===== src/rtl/mem_access_unit.sv =====
// mem_access_unit: MEM-stage load/store unit. Turns a MEM-stage memory
// instruction into a req/ready transaction on a word-wide data port, formats
// load data into ReadDataM, and stalls the pipeline until the access completes,
// times out, or is rejected as misaligned or unsupported.
module mem_access_unit #(
  parameter int unsigned TIMEOUT = 255,
  parameter int unsigned TO_W    = 8
) (
  input  logic        clk,
  input  logic        reset,
  input  logic        MemReqM,
  input  logic        MemWriteM,
  input  logic [2:0]  Funct3M,
  input  logic [31:0] ALUResultM,
  input  logic [31:0] WriteDataM,
  output logic [31:0] ReadDataM,
  output logic        StallM,
  output logic        ErrM,
  output logic        mem_req,
  output logic        mem_we,
  output logic [31:0] mem_addr,
  output logic [31:0] mem_wdata,
  output logic [3:0]  mem_wstrb,
  input  logic        mem_ready,
  input  logic [31:0] mem_rdata
);

  typedef enum logic [1:0] {
    IDLE,
    BUSY,
    DONE
  } state_t;

  state_t          state_q, state_d;
  logic [TO_W-1:0] cnt_q, cnt_d;
  logic [31:0]     rdata_q, rdata_d;
  logic            err_q, err_d;
  logic            req_q, req_d;
  logic            we_q, we_d;
  logic [31:0]     addr_q, addr_d;
  logic [31:0]     wdata_q, wdata_d;
  logic [3:0]      wstrb_q, wstrb_d;
  // funct3 and byte offset are kept for formatting the load word on return
  logic [2:0]      f3_q, f3_d;
  logic [1:0]      off_q, off_d;

  logic            op_legal;
  logic            op_misal;
  logic [3:0]      st_wstrb;
  logic [31:0]     st_wdata;

  // Select, align and extend the addressed byte/half from the returned word.
  function automatic logic [31:0] fmt_load(input logic [2:0] f3,
                                           input logic [1:0] off,
                                           input logic [31:0] word);
    logic [7:0]  b;
    logic [15:0] h;
    logic [31:0] r;
    b = word[{off, 3'b000} +: 8];
    h = off[1] ? word[31:16] : word[15:0];
    r = '0;
    case (f3)
      3'b000:  r = {{24{b[7]}}, b};
      3'b001:  r = {{16{h[15]}}, h};
      3'b010:  r = word;
      3'b100:  r = {24'd0, b};
      3'b101:  r = {16'd0, h};
      default: r = '0;
    endcase
    return r;
  endfunction

  // Legality, alignment and store lane/strobe generation for the MEM-stage op.
  always_comb begin
    op_legal = 1'b0;
    op_misal = 1'b0;
    st_wstrb = '0;
    st_wdata = '0;

    if (MemWriteM) begin
      op_legal = (Funct3M == 3'b000) || (Funct3M == 3'b001) || (Funct3M == 3'b010);
    end else begin
      op_legal = (Funct3M == 3'b000) || (Funct3M == 3'b001) || (Funct3M == 3'b010) ||
                 (Funct3M == 3'b100) || (Funct3M == 3'b101);
    end

    op_misal = ((Funct3M[1:0] == 2'b01) && ALUResultM[0]) ||
               ((Funct3M[1:0] == 2'b10) && (ALUResultM[1:0] != 2'b00));

    case (Funct3M[1:0])
      2'b00: begin
        st_wstrb = 4'b0001 << ALUResultM[1:0];
        st_wdata = {4{WriteDataM[7:0]}};
      end
      2'b01: begin
        st_wstrb = 4'b0011 << {ALUResultM[1], 1'b0};
        st_wdata = {2{WriteDataM[15:0]}};
      end
      2'b10: begin
        st_wstrb = 4'b1111;
        st_wdata = WriteDataM;
      end
      default: begin
        st_wstrb = '0;
        st_wdata = '0;
      end
    endcase
  end

  // Next-state and next-output computation for the IDLE/BUSY/DONE sequence.
  always_comb begin
    state_d = state_q;
    cnt_d   = cnt_q;
    rdata_d = rdata_q;
    err_d   = err_q;
    req_d   = req_q;
    we_d    = we_q;
    addr_d  = addr_q;
    wdata_d = wdata_q;
    wstrb_d = wstrb_q;
    f3_d    = f3_q;
    off_d   = off_q;

    case (state_q)
      IDLE: begin
        if (MemReqM) begin
          if (op_legal && !op_misal) begin
            state_d = BUSY;
            req_d   = 1'b1;
            we_d    = MemWriteM;
            addr_d  = {ALUResultM[31:2], 2'b00};
            wdata_d = MemWriteM ? st_wdata : '0;
            wstrb_d = MemWriteM ? st_wstrb : '0;
            f3_d    = Funct3M;
            off_d   = ALUResultM[1:0];
            cnt_d   = '0;
          end else begin
            state_d = DONE;
            err_d   = 1'b1;
          end
        end
      end
      BUSY: begin
        if (mem_ready) begin
          req_d   = 1'b0;
          state_d = DONE;
          if (!we_q) begin
            rdata_d = fmt_load(f3_q, off_q, mem_rdata);
          end
        end else if (cnt_q == TO_W'(TIMEOUT - 1)) begin
          req_d   = 1'b0;
          err_d   = 1'b1;
          state_d = DONE;
          if (!we_q) begin
            rdata_d = '0;
          end
        end else begin
          cnt_d = cnt_q + TO_W'(1);
        end
      end
      DONE: begin
        state_d = IDLE;
        err_d   = 1'b0;
      end
      default: begin
        state_d = IDLE;
        req_d   = 1'b0;
        err_d   = 1'b0;
      end
    endcase
  end

  // State and registered outputs; synchronous active-low reset abandons any access.
  always_ff @(posedge clk) begin
    if (!reset) begin
      state_q <= IDLE;
      cnt_q   <= '0;
      rdata_q <= '0;
      err_q   <= 1'b0;
      req_q   <= 1'b0;
      we_q    <= 1'b0;
      addr_q  <= '0;
      wdata_q <= '0;
      wstrb_q <= '0;
      f3_q    <= '0;
      off_q   <= '0;
    end else begin
      state_q <= state_d;
      cnt_q   <= cnt_d;
      rdata_q <= rdata_d;
      err_q   <= err_d;
      req_q   <= req_d;
      we_q    <= we_d;
      addr_q  <= addr_d;
      wdata_q <= wdata_d;
      wstrb_q <= wstrb_d;
      f3_q    <= f3_d;
      off_q   <= off_d;
    end
  end

  // Stall covers the IDLE request cycle and all of BUSY; DONE releases the pipeline.
  assign StallM    = reset && (((state_q == IDLE) && MemReqM) || (state_q == BUSY));
  assign ReadDataM = rdata_q;
  assign ErrM      = err_q;
  assign mem_req   = req_q;
  assign mem_we    = we_q;
  assign mem_addr  = addr_q;
  assign mem_wdata = wdata_q;
  assign mem_wstrb = wstrb_q;

endmodule


===== config.mk =====
export PLATFORM = sky130hd
export DESIGN_NAME = mem_access_unit
export DESIGN_NICKNAME = d
export VERILOG_FILES = /design/src/rtl/mem_access_unit.sv
export SDC_FILE = /design/constraint.sdc
export NUM_CORES = 1
export LEC_CHECK = 0
export BUFFER_PORTS_ARGS = -buffer_cell sky130_fd_sc_hd__buf_4
export CORE_MARGIN = 2
export CORE_UTILIZATION = 53
export DETAILED_ROUTE_END_ITERATION = 10
export HOLD_SLACK_MARGIN = 0.02
export PLACE_DENSITY = 0.92
export SYNTH_ARGS = -nofsm -noshare
export SYNTH_HDL_FRONTEND = slang
export SYNTH_SLANG_ARGS = --single-unit

===== constraint.sdc =====
create_clock -name clk -period 4.6 [get_ports clk]
set_input_delay 0.46 -clock clk [delete_from_list [all_inputs] [get_ports clk]]
set_output_delay 0.46 -clock clk [all_outputs]
set_load 0.005 [all_outputs]

# Yosys cells after proc, flatten, opt, wreduce, memory -nomap -nowiden
# Index checks and enable logic that the tools add are counted.
# totals
register_bits,116
input_bits,104
output_inout_bits,104
word_cells,93
# classes
add_sub_neg,1
eq_ne,20
n_shift,3
muxes,31
bitwise_logic,2
reduce_logical,25
# ops
operator,count
$mux W32,5
$pmux W32 S5,1
$pmux W32 S3,1
$mux W8,4
$shiftx A32 B6 Y8,1
$mux W16,1
$pmux W8 S2,1
$eq A3 B3 Y1 const B,4
$ne A2 B2 Y1 const B,6
$pmux W4 S3,1
$mux W1,9
$add A8 B1 Y8 const B,1
$eq A8 B8 Y1 const B,1
$mux W2,4
$reduce_and A4 Y1,2
$eq A3 B1 Y1 const B,2
$eq A3 B2 Y1 const B,2
$logic_not A3 Y1,2
$logic_or A1 B1 Y1,6
$reduce_and A3 Y1,2
$reduce_bool A2 Y1,3
$logic_and A1 B1 Y1,5
$reduce_and A5 Y1,1
$eq A2 B1 Y1 const B,2
other kinds (12),15

# Logic depth before layout (Yosys ltp)
# logic_depth
depth_word,10
mapped_depth,7

# Worst setup path after synthesis
# OpenSTA, ideal clock, no wires.
# synth_timing
kind,input to register
startpoint,input ALUResultM[1]
endpoint,register wstrb_q[1] (netlist: mem_wstrb[1])
arrival_ns,1.520
slack_ns,2.963
cell_stages,5
path_buffers,1
cell_sequence,nor4_4 o21ai_2 and2_4 buf_2 a22o_1
# synth_between
elab_chain_cells,6
elab_cells_between_ends,10
# synth_rtl
item,line,rtl
start: declaration,14,"input logic [31:0] ALUResultM,"
"parallel branches: the longest is 6 deep, another holds $shl A2 B2 Y4",--,
end signal: assignment,196,wstrb_q <= wstrb_d;
end: declaration,42,"logic [3:0] wstrb_q, wstrb_d;"
# Parallel ways; which one is timed is not known.
# A chain may end at the register's enable or synchronous reset.

# Worst setup path after layout
# layout_timing
startpoint,register off_q[1]
endpoint,register rdata_q[21] (netlist: ReadDataM[21])
# layout_between
elab_chain_cells,4
elab_cells_between_ends,5
# layout_rtl
item,line,rtl
start: declaration,45,"logic [1:0] off_q, off_d;"
start signal: assignment,186,off_q <= '0;
start signal: assignment,198,off_q <= off_d;
$shiftx A32 B6 Y8 or $mux W16 (tied branches),"59, 60",
$pmux W32 S5 (*),62,case (f3)
$mux W32 (*),147,if (!we_q) begin
$mux W32 (*),144,if (mem_ready) begin
end signal: assignment,190,rdata_q <= rdata_d;
end: declaration,36,"logic [31:0] rdata_q, rdata_d;"
# Every way passes the cells marked *; elsewhere a longest branch is shown, timed or not. The select of a mux whose other input is x is not followed.

==> flow_summary_export.csv <==
group,metric,value,unit
die,die-area,10900,sq um
routing,dr.first_iter.drc_count,393,
synth,synthCells,592,
finish,final_cell_area,7480,sq um
global_route,track_usage,0.294,
timing,setup_violations,0,
flow_run,cap_violations,0,
placement,place_inst,882,
placement,dp_hpwl,11.7,mm
cts,hold_buffers,0,
cts,cts_tree,"yes",
cts,cts_buffers,17,
timing,hold_viol_final,0,
setup_path,path_class,"register to register",
setup_path,cp_max_fo,33,
synth,synth-edff-count,0,
placement,portBuffers,205,
timing,rsz0062_at_grt,"false",
setup_path,cp.required,4990,ps
routing,via_per_inst,5.94,
hold_path,holdPathStages,2,
synth,synth_area,5340,sq um
outcome,status,"completed",
routing,vias,5429,
cts,ctsLongestPathBuffers,2,
power_and_ir_drop,p_per_area,376,nW/um^2
hold_path,hp-class,"primary input to register",
global_route,antenna_found_initial,0,
setup_path,ff2ff_setup_slack,1720,ps
global_route,grt_pass1_wl,26.2,mm
timing,fin_crit,2880,ps
hold_path,min-delay-start,"mem_rdata[4]",
synth,ys_top_cells_by_area,"dfxtp_1, nand2_1, a21boi_1",
global_route,overflow,0,
synth,synth_area_per_cell,9.02,sq um
routing,drt_wl_total,16.6,mm
finish,nets,874,
synth,yosysMostFrequentCell,"dfxtp_1",
global_route,grt_pass1_vias,5354,
cts,cts_setup_buffers,0,
setup_path,critPathArrivalTime,3270,ps
cts,cts-root-buf,"clkbuf_8",
power_and_ir_drop,vdd_drop_max,254,uV
setup_path,startpoint,"off_q[1]$_SDFFE_PN0P_",
synth,synth_top_area_frac,0.435,
cts,cts.repair.resized,0,
setup_path,r2r-start,"off_q[1]$_SDFFE_PN0P_",
die,start_util,0.546,
cts,clock_latency,510,ps
synth,ys.flop_type,"dfxtp_1",
power_and_ir_drop,power,2.81,mW
global_route,grt_max_degree,70,
timing,fin_tns_setup,0,ps
cts,path_clk_slew,60,ps
timing,relSlewSlack,0.114,
finish,drive_gt1_frac,0.333,
die,fp.dieW,104,microns
synth,synth-warning-count,0,
routing,drt_pass1_iterations,7,
die,io_pins,208,
setup_path,cp-end-kind,"register",
routing,ant_nets,0,
setup_path,reg2reg_depth,4,
synth,yosys-top-cells-count,"dfxtp_1, nand2_1, a21boi_1, nand3_1, clkbuf_1",
finish,syn2layout_area_growth,40.1,%
die,coreArea,9770,sq um
placement,place_congestion,0.919,
synth,synth_cell_types,58,
synth,synth_top_cell_by_area,"dfxtp_1",
power_and_ir_drop,power.leakage,3.13,nW
timing,fmax,348,MHz
routing,wl_per_cell,18.1,microns
synth,async_flop_share,0,
routing,drc_errors,0,
setup_path,crit_path_start_kind,"register",
timing,period_share,0.625,
placement,dpl-instance-area,6840,sq um
cts,htreeDepth,4,
synth,ys_ff_latch,116,
finish,antenna_cells,0,
timing,maxSlewViolCount,0,
die,die_h,104,microns
synth,seq_area_frac_synth,0.435,
finish,final_cells,914,
cts,clkSinkCount,116,
timing,tightest_slew,1290,ps
timing,finClkSkew,10.8,ps
die,num_rows,36,
-- stage by stage --
stage          setup WS [ps]  hold slack (ps)  utilization
3_3_place_gp            2090              441        0.700
4_1_cts                 1790              159        0.765
3_5_place_dp            1820              445        0.700
5_1_grt                 1540              159        0.765
2_1_floorplan           2960              447            -
6_report                1720              176        0.765
-- final timing paths --
kind                                              endpoint
worst max-delay path            ReadDataM[21]$_SDFFE_PN0P_
worst min-delay path             ReadDataM[4]$_SDFFE_PN0P_
worst max register to register  ReadDataM[21]$_SDFFE_PN0P_
worst min register to register   mem_addr[27]$_SDFFE_PN0P_
-- critical path: stages (launching register included) --
cell and delay, ps:
dfxtp_1 1040, mux2i_1 230, mux2i_1 1050, a22oi_1 190, o2bb2ai_1 240
-- cells by family (layout without fill, tap and decap cells) --
| family | Yosys count | count (layout) | share of synthesized area |
|---|---|---|---|
| AO/OA/AOI/OAI | 187 | 187 | 0.265 |
| XOR/XNOR | 3 | 3 | 0.00492 |
| adder cells (fa/ha/maj) | 2 | 2 | 0.00469 |
| buffers and inverters | 55 | 243 | 0.0469 |
| flip-flops | 116 | 116 | 0.435 |
| multiplexers | 27 | 27 | 0.0546 |
| other | 1 | 2 | 0.000702 |
| AND/OR/NAND/NOR | 201 | 201 | 0.189 |
-- report_power, final --
group          leakage [nW]  internal, mW  switching [mW]
clock                 0.312         0.949           0.473
sequential            0.939          1.03          0.0249
combinational          1.88         0.163           0.170
-- flip-flops by register name, summed over array words and instances, names as in the netlist, 2 cells and up --
register   cells
cnt_q          8
mem_wdata     32
off_q          2
mem_addr      30
state_q        2
f3_q           3
ReadDataM     32
mem_wstrb      4
-- placed cells by master (no fill, tap or decap), types with 5 or more instances in the layout --
master,netlist,layout
a31oi_1,8,8
bufinv_16,0,5
clkbuf_16,0,16
a221o_1,7,7
nand2_1,107,107
nand3b_1,15,15
mux2_2,7,7
dfxtp_1,116,116
o2bb2ai_1,24,24
nand3_1,41,41
o21ai_0,25,25
a21oi_1,6,6
nor2b_1,5,5
o21ai_1,13,13
a22oi_1,16,16
nand2b_1,5,5
a22o_1,20,20
mux2i_1,19,19
buf_4,3,208
a21boi_1,45,44
a221oi_1,7,7
nor2_1,7,7
-- per-layer routing --
layer / vias up / routed length, microns / track usage
met2: 305 / 8060 / 0.486
li1: 2510 / - / -
met3: 51 / 1580 / 0.0946
met5: - / 0 / 0
met4: 0 / 558 / 0.135
met1: 2563 / 6370 / 0.348
-- area by class of cell --
| class | instances | area, sq um |
|---|---|---|
| multi-input cells | 422 | 2780 |
| flip-flops and latches | 116 | 2320 |
| fillers | 647 | 2290 |
| repair buffers | 208 | 1560 |
| clock buffers | 19 | 432 |
| clock inverters | 13 | 204 |
| well taps | 133 | 166 |
| inverters | 3 | 11.3 |
No activity file was read; power rests on OpenSTA's default activity.
